`src/rtl/writeback_queue.sv`:
```
// writeback_queue: serialises ALU and memory write-back results onto the single
// write port of the register bank. Results wait in a small circular FIFO, and
// readers can see pending values through two forwarding lookup ports.
// Optional feature macro: WRITEBACK_QUEUE_BYPASS_EN. When it is defined, the
// lookup comparators are built. When it is undefined, the lookups always miss.
//
// Handshake: a request transfers on a rising edge where its valid and its ready
// are both high. Each ready is computed without reference to its own valid, so
// a producer may hold valid high until it sees ready. alu_ready depends on
// mem_valid, because the memory entry is always enqueued ahead of the ALU entry.
module writeback_queue #(
  parameter int n     = 64,
  parameter int DEPTH = 4
) (
  input  logic                       clock,
  input  logic                       reset,
  input  logic                       mem_valid,
  input  logic [4:0]                 mem_address,
  input  logic [n-1:0]               mem_data,
  output logic                       mem_ready,
  input  logic                       alu_valid,
  input  logic [4:0]                 alu_address,
  input  logic [n-1:0]               alu_data,
  output logic                       alu_ready,
  output logic                       write,
  output logic [4:0]                 write_address,
  output logic [n-1:0]               write_data,
  input  logic [4:0]                 lookup_address_1,
  input  logic [4:0]                 lookup_address_2,
  output logic                       lookup_hit_1,
  output logic                       lookup_hit_2,
  output logic [n-1:0]               lookup_data_1,
  output logic [n-1:0]               lookup_data_2,
  output logic [$clog2(DEPTH):0]     count
);

  localparam int PW = $clog2(DEPTH);
  localparam int CW = PW + 1;

  logic [4:0]    addr_mem [DEPTH];
  logic [n-1:0]  data_mem [DEPTH];
  logic [PW-1:0] head;
  logic [PW-1:0] tail;
  logic [CW-1:0] occ;
  logic          pop;
  logic          mem_push;
  logic          alu_push;
  logic [CW:0]   free;
  logic [CW:0]   alu_need;

  assign count = occ;

  // Pop and ready decisions. Free slots count the head that leaves on this edge.
  always_comb begin
    pop       = (occ != '0) && !reset;
    free      = (CW+1)'(DEPTH) - {1'b0, occ} + (CW+1)'(occ != '0);
    alu_need  = mem_valid ? (CW+1)'(2) : (CW+1)'(1);
    mem_ready = !reset && (free >= (CW+1)'(1));
    alu_ready = !reset && (free >= alu_need);
    mem_push  = mem_valid && mem_ready;
    alu_push  = alu_valid && alu_ready;
  end

  // The bank port is driven straight from the head entry. It is held at zero when the queue is idle.
  always_comb begin
    write         = pop;
    write_address = pop ? addr_mem[head] : '0;
    write_data    = pop ? data_mem[head] : '0;
  end

  // Pointers and occupancy. Reset discards every pending entry.
  always_ff @(posedge clock) begin
    if (reset) begin
      head <= '0;
      tail <= '0;
      occ  <= '0;
    end else begin
      if (pop) head <= head + 1'b1;
      tail <= tail + PW'(mem_push) + PW'(alu_push);
      occ  <= occ + CW'(mem_push) + CW'(alu_push) - CW'(pop);
    end
  end

  // Entry storage. The memory result takes the older slot when both paths push on the same edge.
  always_ff @(posedge clock) begin
    if (mem_push) begin
      addr_mem[tail] <= mem_address;
      data_mem[tail] <= mem_data;
    end
    if (alu_push) begin
      addr_mem[tail + PW'(mem_push)] <= alu_address;
      data_mem[tail + PW'(mem_push)] <= alu_data;
    end
  end

`ifdef WRITEBACK_QUEUE_BYPASS_EN
  logic [PW-1:0] idx;

  // Forwarding search runs from oldest to youngest, so the youngest match overwrites older ones.
  always_comb begin
    lookup_hit_1  = 1'b0;
    lookup_hit_2  = 1'b0;
    lookup_data_1 = '0;
    lookup_data_2 = '0;
    idx           = head;
    for (int i = 0; i < DEPTH; i++) begin
      idx = head + PW'(i);
      if (!reset && (CW'(i) < occ)) begin
        if (addr_mem[idx] == lookup_address_1) begin
          lookup_hit_1  = 1'b1;
          lookup_data_1 = data_mem[idx];
        end
        if (addr_mem[idx] == lookup_address_2) begin
          lookup_hit_2  = 1'b1;
          lookup_data_2 = data_mem[idx];
        end
      end
    end
  end
`else
  logic unused_lookup;

  // Forwarding is not built in this configuration, so the lookups always report a miss.
  always_comb begin
    unused_lookup = ^{lookup_address_1, lookup_address_2};
    lookup_hit_1  = 1'b0;
    lookup_hit_2  = 1'b0;
    lookup_data_1 = '0;
    lookup_data_2 = '0;
  end
`endif

endmodule
```
`config.mk`:
```
export PLATFORM = sky130hd
export DESIGN_NAME = writeback_queue
export DESIGN_NICKNAME = d
export VERILOG_FILES = /design/src/rtl/writeback_queue.sv
export SDC_FILE = /design/constraint.sdc
export NUM_CORES = 1
export LEC_CHECK = 0
export BUFFER_PORTS_ARGS = -buffer_cell sky130_fd_sc_hd__buf_4
export CAP_MARGIN = 20
export CELL_PAD_IN_SITES_DETAIL_PLACEMENT = 0
export CELL_PAD_IN_SITES_GLOBAL_PLACEMENT = 2
export CORE_MARGIN = 2
export CORE_UTILIZATION = 39
export CTS_BUF_LIST = sky130_fd_sc_hd__clkbuf_2 sky130_fd_sc_hd__clkbuf_4 sky130_fd_sc_hd__clkbuf_8
export CTS_CLUSTER_DIAMETER = 40
export DETAILED_ROUTE_END_ITERATION = 12
export GPL_ROUTABILITY_DRIVEN = 0
export PLACE_DENSITY = 0.9
export SLEW_MARGIN = 20
export SYNTH_ARGS = -nofsm -noshare
export SYNTH_HDL_FRONTEND = slang
export SYNTH_SLANG_ARGS = --single-unit
```
`constraint.sdc`:
```
create_clock -name clock -period 6 [get_ports clock]
set_input_delay 0.9 -clock clock [delete_from_list [all_inputs] [get_ports clock]]
set_output_delay 0.9 -clock clock [all_outputs]
set_load 0.01 [all_outputs]
```
## Word level (Yosys, flattened, before mapping)

Memories as Yosys holds them, arrays and structs flattened. A register that Yosys moved wholly into a read port is not among the register bits.
Index checks and enable logic that the tools add are counted.

- Flip-flop bits (word level): 7
- Memory bits (read-only): 0
- Memory bits (writable): 276
- Input bits: 152
- Bits in latches: 0
- Memories: 2
- Output and inout port bits: 205
- Word-level logic and storage cells: 33

Memories:

| memory | words | width | rd ports | clocked after Yosys merged registers in | write ports | line | text |
|---|---|---|---|---|---|---|---|
| data_mem | 4 | 64 | 1 | 1 | 2 | 41 | `logic [n-1:0] data_mem [DEPTH];` |
| addr_mem | 4 | 5 | 1 | 1 | 2 | 40 | `logic [4:0] addr_mem [DEPTH];` |

- Muxes and demuxes: 11
- Magnitude comparators: 2
- Shift-type cells: 0
- Equal/unequal tests: 0
- Reductions and logical operators: 7
- Multiply operators: 0
- Divide/modulo/power cells: 0
- Bitwise logic cells: 0
- $add $sub $neg: 8

Operators with widths:

| cell | number |
|---|---|
| two-way mux 64 bit | 1 |
| two-way mux 2 bit | 5 |
| adder 3 x 1 -> 3 bit | 2 |
| logical AND 1 bit | 5 |
| two-way mux 5 bit | 1 |
| adder 2 x 1 -> 2 bit | 2 |
| adder 4 x 1 -> 4 bit | 1 |
| >= comparator 4 x 1 -> 1 bit (second input constant) | 1 |
| >= comparator 4 x 2 -> 1 bit | 1 |
| two-way mux 1 bit | 4 |
| subtractor 3 x 3 -> 4 bit (first input constant) | 1 |
| nonzero test 3 bit | 1 |
| subtractor 3 x 1 -> 3 bit | 1 |
| adder 2 x 1 -> 2 bit (second input constant) | 1 |
| logical NOT 1 bit | 1 |

## Depth between registers and ports, before layout

Gate-level depths: netlist (run 1).

- Word-level depth: 8
- Mapped depth: 16
- Gate-level depth less buffers: 15

## Worst setup path before layout (run 1)

OpenSTA, ideal clock, no wires.

- Kind: reg-to-reg
- Start: register occ[2], in the netlist count[2]
- End: memory addr_mem[2][0] (enable)
- Setup time: 510 ps
- Data required time: 5490 ps
- Arrival time: 4924 ps
- Clock period less this slack: 5434 ps
- Slack: 566 ps
- Path buffers: 0
- Cell stages (with the launch flop): 11
- Path through: dfxtp_1 nor3_1 ha_1 inv_1 ha_1 and4b_1 o21ai_0 nand2b_1 inv_1 nand2_1 o21bai_1

RTL lines:

| element | line | text |
|---|---|---|
| start: declaration | 44 | `logic [CW-1:0] occ;` |
| start signal: assignment | 80 | `occ <= occ + CW'(mem_push) + CW'(alu_push) - CW'(pop);` |
| end: declaration | 40 |  |

==> impl_results.rst, run 1 <==
.. list-table::
   :header-rows: 1

   * - Metric
     - Value
   * - Status
     - finished, final reports clean
   * - Cell type with the highest aggregate area in the netlist
     - edfxtp_1
   * - Adder-cell share of the synthesized area
     - 0.860%
   * - Dpl hpwl
     - 20600 um
   * - First DRT Iteration DRCs
     - 339
   * - Synth Area in XOR/XNOR
     - 0.341%
   * - Required time at the endpoint of the critical path
     - 6.35 ns
   * - IO Port Bufs
     - 216
   * - DRC violations left
     - 0
   * - Total I/O pin count
     - 357
   * - Reg-to-Reg End
     - data_mem[3][40]$_DFFE_PP_
   * - Standard cell with the maximum stage delay on the critical path
     - buf_4
   * - Via count of the first global-routing pass
     - 9046
   * - Layout cell share with drive strength beyond 1
     - 52.8%
   * - CTS buffer count
     - 51
   * - H-tree levels
     - 2
   * - Met2 Resource Use GR
     - 29.7%
   * - Count of placed standard cells in the final layout, fillers left out
     - 1736
   * - Seq/Total Area, Yosys
     - 54.9%
   * - PwrDens
     - 381 mW/mm^2
   * - Worst Setup EP
     - data_mem[3][40]$_DFFE_PP_
   * - Global Route met3 Usage
     - 4.19%
   * - Mux cell area share after synthesis
     - 30.7%
   * - PnR worst setup slack
     - 1.36 ns
   * - Most repeated library cell on the critical path
     - ha_1
   * - Critical path, cell by cell
     - nor3_1 -> ha_1 -> inv_1 -> ha_1 -> and4b_1 -> o21ai_0 -> nand2b_1 -> inv_1 -> ha_1 -> nand3b_1 -> nor3_4 -> buf_4 -> buf_4 -> mux2_2
   * - Area of all placed cells without fillers
     - 0.0181 sq mm
   * - Cell types occupying the most area after synthesis
     - edfxtp_1 54%, mux2_2 17%, mux4_2 10%
   * - Signal arrival time at the worst endpoint
     - 4.98 ns
   * - Worst slew margin relative to its limit
     - 35.3%
   * - Die Width
     - 203 um
   * - Maximum number of pins on one net before global-route repair
     - 70
   * - Area share of the leading cell type in the synthesized netlist
     - 53.7%
   * - Number of endpoints failing setup at the final stage
     - 0
   * - Final critical-path required period
     - 4.64 ns
   * - Overall Power
     - 6.89 mW
   * - Die area
     - 0.0412 sq mm
   * - Simple-gate portion of the synthesized area
     - 4.08%
   * - Placeable core region
     - 0.0388 sq mm
   * - Worst setup path startpoint
     - count[0]$_SDFF_PP0_
   * - Initial Util
     - 39.7%
   * - Post-Syn Instances
     - 945
   * - Total wire length after detailed routing
     - 35300 um
   * - Row cnt
     - 72
   * - Area growth, synth to finish
     - 17.4%
   * - DR vias/cell
     - 4.89
   * - Post_cts resized
     - 0
   * - Worst vdd ir
     - 241 uV
   * - Top fanout value on the critical path
     - 38
   * - Total of warnings raised by yosys
     - 0
   * - Hold Crit Class
     - reg2reg
   * - Setup Skew
     - 0.0136 ns
   * - Y dimension of the die
     - 203 um
   * - Number of storage elements in the synthesis netlist
     - 285
   * - Detailed-route via count
     - 8488
   * - Wirelength per Cell
     - 20.3 um
   * - Number of library cell types mapped by synthesis
     - 33
   * - Area of the mapped netlist
     - 0.0154 sq mm
   * - Post-Syn Area per Cell
     - 16.3 sq um
   * - Kind of start point of the critical path
     - flop
   * - Kind of end point of the critical path
     - flop
   * - Clock-pin slew on the worst setup and hold paths
     - 0.06 ns
   * - Classification of the worst setup path
     - reg2reg
   * - Grt total ovfl
     - 0
   * - Number of antenna violations at the first check in global routing
     - 1
   * - Compound-gate portion of the synthesized area
     - 0.365%
   * - Actual slew at the worst max-slew pin
     - 0.971 ns
   * - Post-place setup slack
     - 1.33 ns
   * - Number of buffer and inverter instances along the worst setup path
     - 4
   * - DP Area
     - 0.0171 sq mm
   * - Final hold violation count
     - 0
   * - Crit Reg-Reg Startpoint
     - count[0]$_SDFF_PP0_
   * - Worst-case reg-to-reg path depth
     - 14
   * - Register-to-register setup slack
     - 1.36 ns
   * - Tcrit/Tclk final
     - 77.3%
   * - Utilization of the core after routing
     - 46.6%
   * - Initial DRT Pass Iterations
     - 4
   * - Hold_buf cts
     - 0
   * - Slowest Stage Delay on Critical Path
     - 0.64 ns
   * - Post-Place Cells
     - 1640
   * - Max-slew violation count
     - 0
   * - Overall track demand over capacity in global routing
     - 17.3%
   * - Global routing met1 resource utilization
     - 21.4%
   * - Antenna viol nets, final
     - 0
   * - Post-Route Hold Slack
     - 0.519 ns
   * - Buffer levels on the longest clock path
     - 3
   * - Net count of the finished layout
     - 1338
   * - Dominant combinational cell family by area after synthesis
     - multiplexers
   * - Number of buffers inserted to repair setup after CTS
     - 0
   * - Clock latency reported for the late side of the worst-skew pair
     - 0.60 ns
   * - Count of cell instances traversed by the critical path
     - 14
   * - RSZ-0062 raised after global routing
     - false
   * - Leak pwr
     - 6.57 nW
   * - CTS root buf
     - clkbuf_8
   * - Fin Setup TNS
     - 0 ns
   * - Clock tree from TritonCTS
     - done
   * - Number of maximum-capacitance constraint violations
     - 0
   * - Wire length of the first global-routing pass
     - 53500 um
   * - Number of clock sinks
     - 285
   * - F_max
     - 216 MHz
   * - GRT busiest layer
     - met2
   * - Dominant delay contributor by cell family on the critical path
     - buffers and inverters
[sequential cells by signal, indices dropped and copies added, names as in the netlist, named ones only]
name,cells
head,2
tail,2
addr_mem,20
data_mem,256
count,3
[cells by family after synthesis]
kind of cell | count (synthesis)
mux | 345
flops | 285
buf+inv | 193
simple gates | 98
fa+ha+maj | 10
compound gates | 7
xor+xnor | 6
other cells | 1
[worst min-delay path by stage]
| stage | start | endpoint | slack (ns) | depth (start not counted) |
|---|---|---|---|---|
| 6_report | head[1]$_SDFFE_PP0P_ | flop | 0.52 | 2 |
| 5_1_grt | head[1]$_SDFFE_PP0P_ | flop | 0.54 | 2 |
| 2_1_floorplan | head[1]$_SDFFE_PP0P_ | flop | 0.49 | 2 |
| 4_1_cts | head[1]$_SDFFE_PP0P_ | flop | 0.52 | 2 |
| 3_3_place_gp | head[1]$_SDFFE_PP0P_ | flop | 0.50 | 2 |
| 3_5_place_dp | head[1]$_SDFFE_PP0P_ | flop | 0.50 | 2 |
[synth_stat cells, drive strengths merged]
cell,number
xnor2,5
o31ai,1
nor2,8
nor2b,7
and2,69
a21o,1
nand3b,1
ha,9
mux4,69
nor4,3
o21ai,1
conb,1
mux2,276
o21bai,1
nand2b,3
a31o,2
fa,1
inv,9
dfxtp,9
o221a,1
nand2,1
xor2,1
edfxtp,276
nor3,5
buf,166
clkbuf,18
and4b,1
[per-layer routing]
metal  vias up  routed length (um)  part of all wire [%]
met3        53                2180                   6.2
met1      4303               14600                    41
met4         0                 758                   2.1
met5         -                   0                     0
met2       286               17700                    50
li1       3846                   -                     -
[cell type report]
type	instances	area (sq um)
diodes	1	2.50
clock buffers	64	800
clock inverters	30	179
fillers	3418	20700
inverters	9	33.8
multi-input cells	596	6140
flip-flops and latches	285	8480
well taps	518	648
repair buffers	233	1820
[worst min-delay path: stages (launching register included)]
cell     delay (ns)
dfxtp_1        0.33
xnor2_1        0.11
nor2_1         0.04
[layout by cell type (no fill, tap or decap), types with 9 or more instances in the layout]
cell type  count
and2_1        69
buf_4        228
clkbuf_4      13
clkbuf_8      51
clkinv_1      21
conb_1       130
edfxtp_1     276
ha_1           9
inv_1          9
mux2_1        20
mux2_2       238
mux2_4        18
mux4_2        69
[power by group]
group          internal, mW  switching (mW)  leakage [nW]
logic                  1.19            1.14          3.46
clock network         0.958           0.798         0.508
registers              2.64           0.165          2.60
total                  4.79            2.11          6.57
(Power assumes the default switching activity.)
==> inputs of run 2 (changes only) <==
--- a/config.mk
+++ b/config.mk
@@ -5,17 +5,18 @@
 export SDC_FILE = /design/constraint.sdc
 export NUM_CORES = 1
 export LEC_CHECK = 0
+export ABC_AREA = 1
 export BUFFER_PORTS_ARGS = -buffer_cell sky130_fd_sc_hd__buf_4
 export CAP_MARGIN = 20
 export CELL_PAD_IN_SITES_DETAIL_PLACEMENT = 0
 export CELL_PAD_IN_SITES_GLOBAL_PLACEMENT = 2
 export CORE_MARGIN = 2
-export CORE_UTILIZATION = 39
+export CORE_UTILIZATION = 29
 export CTS_BUF_LIST = sky130_fd_sc_hd__clkbuf_2 sky130_fd_sc_hd__clkbuf_4 sky130_fd_sc_hd__clkbuf_8
 export CTS_CLUSTER_DIAMETER = 40
 export DETAILED_ROUTE_END_ITERATION = 12
 export GPL_ROUTABILITY_DRIVEN = 0
-export PLACE_DENSITY = 0.9
+export PLACE_DENSITY = 0.86
 export SLEW_MARGIN = 20
 export SYNTH_ARGS = -nofsm -noshare
 export SYNTH_HDL_FRONTEND = slang
==> constraint.sdc (replaced) <==
create_clock -name clock -period 3.9 [get_ports clock]
set_input_delay 0.585 -clock clock [delete_from_list [all_inputs] [get_ports clock]]
set_output_delay 0.585 -clock clock [all_outputs]
set_load 0.01 [all_outputs]
==> run 2 against run 1 <==
Against the previous run:
- sequential power is 56% higher
- setup slack worse by 0.89 ns
- flip-flop and latch count stayed put
- final cell count is 66% higher
- hold slack worse by 0.38 ns
- wire length is 43% higher
- fmax is 35% higher
- design area is 4.6% higher
- non-clock buffer count is 19 higher
- first-iteration DRC count grew to 2.8 times the previous value
- largest cell class unchanged
- utilization is 11 points lower
- critical path type unchanged
- sequential share of layout area is 2.0 points lower
==> impl_results.rst, run 2 <==
.. list-table::
   :header-rows: 1

   * - Metric
     - Value
   * - Status
     - finished, final reports clean
   * - Classification of the worst setup path
     - reg2reg
   * - Critical path, cell by cell
     - nor3_1 -> ha_1 -> inv_1 -> ha_1 -> or2_1 -> nand2_1 -> nand3b_1 -> nand3_1 -> inv_1 -> ha_1 -> xor2_1 -> nor2_1 -> nand4_1 -> buf_6 -> nand2_1 -> nand2_1
   * - Detailed-route via count
     - 12979 (+53%)
   * - Post-Place Cells
     - 2767 (+69%)
   * - Wirelength per Cell
     - 17.5 um (-14%)
   * - Required time at the endpoint of the critical path
     - 4.40 ns (-1.95 ns)
   * - Crit Reg-Reg Startpoint
     - count[2]$_SDFF_PP0_
   * - Max-slew violation count
     - 0 (unchanged)
   * - Net count of the finished layout
     - 2292 (+71%)
   * - Most common cell after layout, fill and taps aside
     - nand2_1
   * - Routed wl met3
     - 2800 um (+29%)
   * - Slowest Stage Delay on Critical Path
     - 0.67 ns (+0.03 ns)
   * - PwrDens
     - 621 mW/mm^2 (+63%)
   * - DRC violations left
     - 0 (unchanged)
   * - Overall track demand over capacity in global routing
     - 17.7% (+0.42 points)
   * - Fin Setup TNS
     - 0 ns (unchanged)
   * - Reg-to-Reg End
     - data_mem[0][47]$_DFFE_PP_
   * - Area share of the leading cell type in the synthesized netlist
     - 52.9% (-0.85 points)
   * - DR vias/cell
     - 4.52 (-7.6%)
   * - Post-synth top flop
     - edfxtp_1
   * - Placeable core region
     - 0.0536 sq mm (+38%)
   * - Number of clock sinks
     - 285 (unchanged)
   * - Initial DRT Pass Iterations
     - 6 (+2)
   * - H-tree levels
     - 2 (unchanged)
   * - Number of synthesized flops with an enable pin
     - 276 (unchanged)
   * - Async set or reset register ratio after synthesis
     - 0% (unchanged)
   * - Kind of start point of the critical path
     - flop
   * - Setup Skew
     - 0.0333 ns (+0.0197 ns)
   * - Via count of the first global-routing pass
     - 12692 (+40%)
   * - Final critical-path required period
     - 3.42 ns (-1.21 ns)
   * - Layout cell share with drive strength beyond 1
     - 16.6% (-36 points)
   * - Register bank with the most flops
     - data_mem
   * - Total routed wire length on the met1 layer
     - 20300 um (+39%)
   * - Number of library cell types mapped by synthesis
     - 27 (-18%)
   * - Worst Hold End
     - tail[0]$_SDFF_PP0_
   * - Seq/Total Area, Yosys
     - 54.0% (-0.87 points)
   * - Tcrit/Tclk final
     - 87.8% (+10 points)
   * - Row cnt
     - 85 (+18%)
   * - Area of the mapped netlist
     - 0.0157 sq mm (+1.6%)
   * - Count of placed standard cells in the final layout, fillers left out
     - 2874 (+66%)
   * - Hold Crit Class
     - in2reg
   * - Top layer used by detailed routing
     - met5
   * - Flip-flop count of the largest register after layout
     - 256 (unchanged)
   * - Wire length of the first global-routing pass
     - 74800 um (+40%)
   * - Cell type with the highest aggregate area in the netlist
     - edfxtp_1
   * - Number of maximum-capacitance constraint violations
     - 0 (unchanged)
   * - Routed wire length on met2
     - 25700 um (+45%)
   * - Y dimension of the die
     - 236 um (+17%)
   * - Number of storage elements in the synthesis netlist
     - 285 (unchanged)
   * - RSZ-0062 raised after global routing
     - false
   * - Post-Syn Instances
     - 1930 (+100%)
   * - Signal arrival time at the worst endpoint
     - 3.93 ns (-1.05 ns)
   * - Grt total ovfl
     - 0 (unchanged)
   * - Kind of end point of the critical path
     - flop
   * - Actual slew at the worst max-slew pin
     - 0.841 ns (-0.130 ns)
   * - CTS root buf
     - clkbuf_8
   * - Clock-pin slew on the worst setup and hold paths
     - 0.06 ns (about the same)
   * - Leak pwr
     - 8.40 nW (+28%)
   * - Post-Syn Area per Cell
     - 8.12 sq um (-50%)
   * - Number of cells on the worst hold path
     - 2 (unchanged)
   * - Register-to-register setup slack
     - 0.48 ns (-0.89 ns)
   * - Top library cells by usage in the layout, fill and taps aside
     - 843 x nand2_1, 290 x nor2_1, 276 x edfxtp_1
   * - Dominant delay contributor by cell family on the critical path
     - simple AND/OR/NAND/NOR gates
   * - Top fanout value on the critical path
     - 69 (+82%)
   * - Area growth, synth to finish
     - 20.8%
   * - First DRT Iteration DRCs
     - 948 (+180%)
   * - Most common cell in the netlist
     - nand2_1
   * - Number of endpoints failing setup at the final stage
     - 0 (unchanged)
   * - Clock latency reported for the late side of the worst-skew pair
     - 0.66 ns (+0.06 ns)
   * - Total wire length after detailed routing
     - 50300 um (+43%)
   * - Die Width
     - 236 um (+17%)
   * - Hold Startpoint
     - reset
   * - Total of warnings raised by yosys
     - 0 (unchanged)
   * - Worst slew margin relative to its limit
     - 43.9% (+8.7 points)
   * - Maximum number of pins on one net before global-route repair
     - 70 (unchanged)
   * - CTS buffer count
     - 57 (+12%)
   * - Standard cell with the maximum stage delay on the critical path
     - buf_6
   * - Buffer levels on the longest clock path
     - 3 (unchanged)
   * - IO Port Bufs
     - 216 (unchanged)
   * - F_max
     - 292 MHz (+35%)
   * - Clock tree from TritonCTS
     - done
   * - Cell types occupying the most area after synthesis
     - edfxtp_1 53%, nand2_1 20%, nor2_1 6.9%
   * - Number of antenna violations at the first check in global routing
     - 5 (+4)
   * - Worst vdd ir
     - 310 uV (+29%)
   * - Initial Util
     - 29.2% (-10 points)
   * - Antenna viol nets, final
     - 0 (unchanged)
   * - Die area
     - 0.0559 sq mm (+36%)
   * - Final hold violation count
     - 0 (unchanged)
   * - Number of buffer and inverter instances along the worst setup path
     - 3 (-1)
   * - Hold_buf cts
     - 0 (unchanged)
   * - Dpl hpwl
     - 29300 um (+43%)
   * - Synth top cells by count
     - 843 x nand2_1, 290 x nor2_1, 276 x edfxtp_1, 138 x buf_4, 137 x o21ai_0
   * - Total I/O pin count
     - 357 (unchanged)
   * - Worst-case reg-to-reg path depth
     - 16 (+2)
-- run 2: kinds of logic (layout without fill, tap and decap cells) --
family,after synthesis,in the layout,share of synthesized area (%)
AO/OA/AOI/OAI,213,213,6.80
flip-flops,285,285,54.0
buffers and inverters,268,384,10.1
AND/OR/NAND/NOR,1149,1149,28.0
other,1,133,0.0239
XOR/XNOR,4,4,0.224
adder cells (fa/ha/maj),10,10,0.846
-- run 2: layout make-up --
cell class / count / area, sq um
timing repair buffer: 252 / 2100
tap: 696 / 871
antenna: 3 / 7.51
inverter: 28 / 110
sequential: 285 / 8480
multi-input combinational: 1506 / 6150
clock buffer: 70 / 895
clock inverter: 34 / 327
fill: 5468 / 34700
-- run 2: metal layers --
layer	track usage, %	vias to the layer above
met5	0	-
met4	6.54	4
met3	3.10	110
met2	31.9	453
met1	21.1	6039
li1	-	6373
-- run 2: through the flow --
step           setup WS [ns]  cell area [sq um]  hold WS (ns)  utilization, %  power (mW)
4_1_cts                0.256              18900         0.105            35.3        11.9
5_1_grt                0.212              18900         0.132            35.3        12.5
3_3_place_gp           0.407              17700         0.452            33.0        8.50
6_report               0.477              18900         0.144            35.3        11.8
2_1_floorplan          -1.26              16200         0.448               -        6.87
3_5_place_dp           0.296              17700         0.465            33.0        8.58
-- run 2: worst max path at each step --
stage / startpoint / depth (start not counted) / slack [ns] / endpoint
CTS: count[2]$_SDFF_PP0_ / 16 / 0.26 / data_mem[0][47]$_DFFE_PP_
global route: count[2]$_SDFF_PP0_ / 16 / 0.21 / data_mem[0][25]$_DFFE_PP_
floorplan: count[2]$_SDFF_PP0_ / 15 / -1.26 / addr_mem[1][0]$_DFFE_PP_
finish: count[2]$_SDFF_PP0_ / 16 / 0.48 / data_mem[0][47]$_DFFE_PP_
detailed placement: count[2]$_SDFF_PP0_ / 16 / 0.30 / data_mem[0][47]$_DFFE_PP_
global placement: count[2]$_SDFF_PP0_ / 16 / 0.41 / data_mem[0][57]$_DFFE_PP_
-- run 2: power breakdown --
group | total [mW] | switching [mW] | internal [mW] | leakage (nW)
registers | 4.39 | 0.235 | 4.15 | 2.61
logic | 4.07 | 2.71 | 1.36 | 5.17
clock network | 3.29 | 1.38 | 1.91 | 0.627
total | 11.8 | 4.33 | 7.43 | 8.40
-- run 2: timing repair --
| action | 4_1_cts | 5_1_grt |
|---|---|---|
| setup buffers | 0 | 0 |
| gates resized for setup | 0 | 1 |
| endpoints found under the setup margin | 0 | 27 |
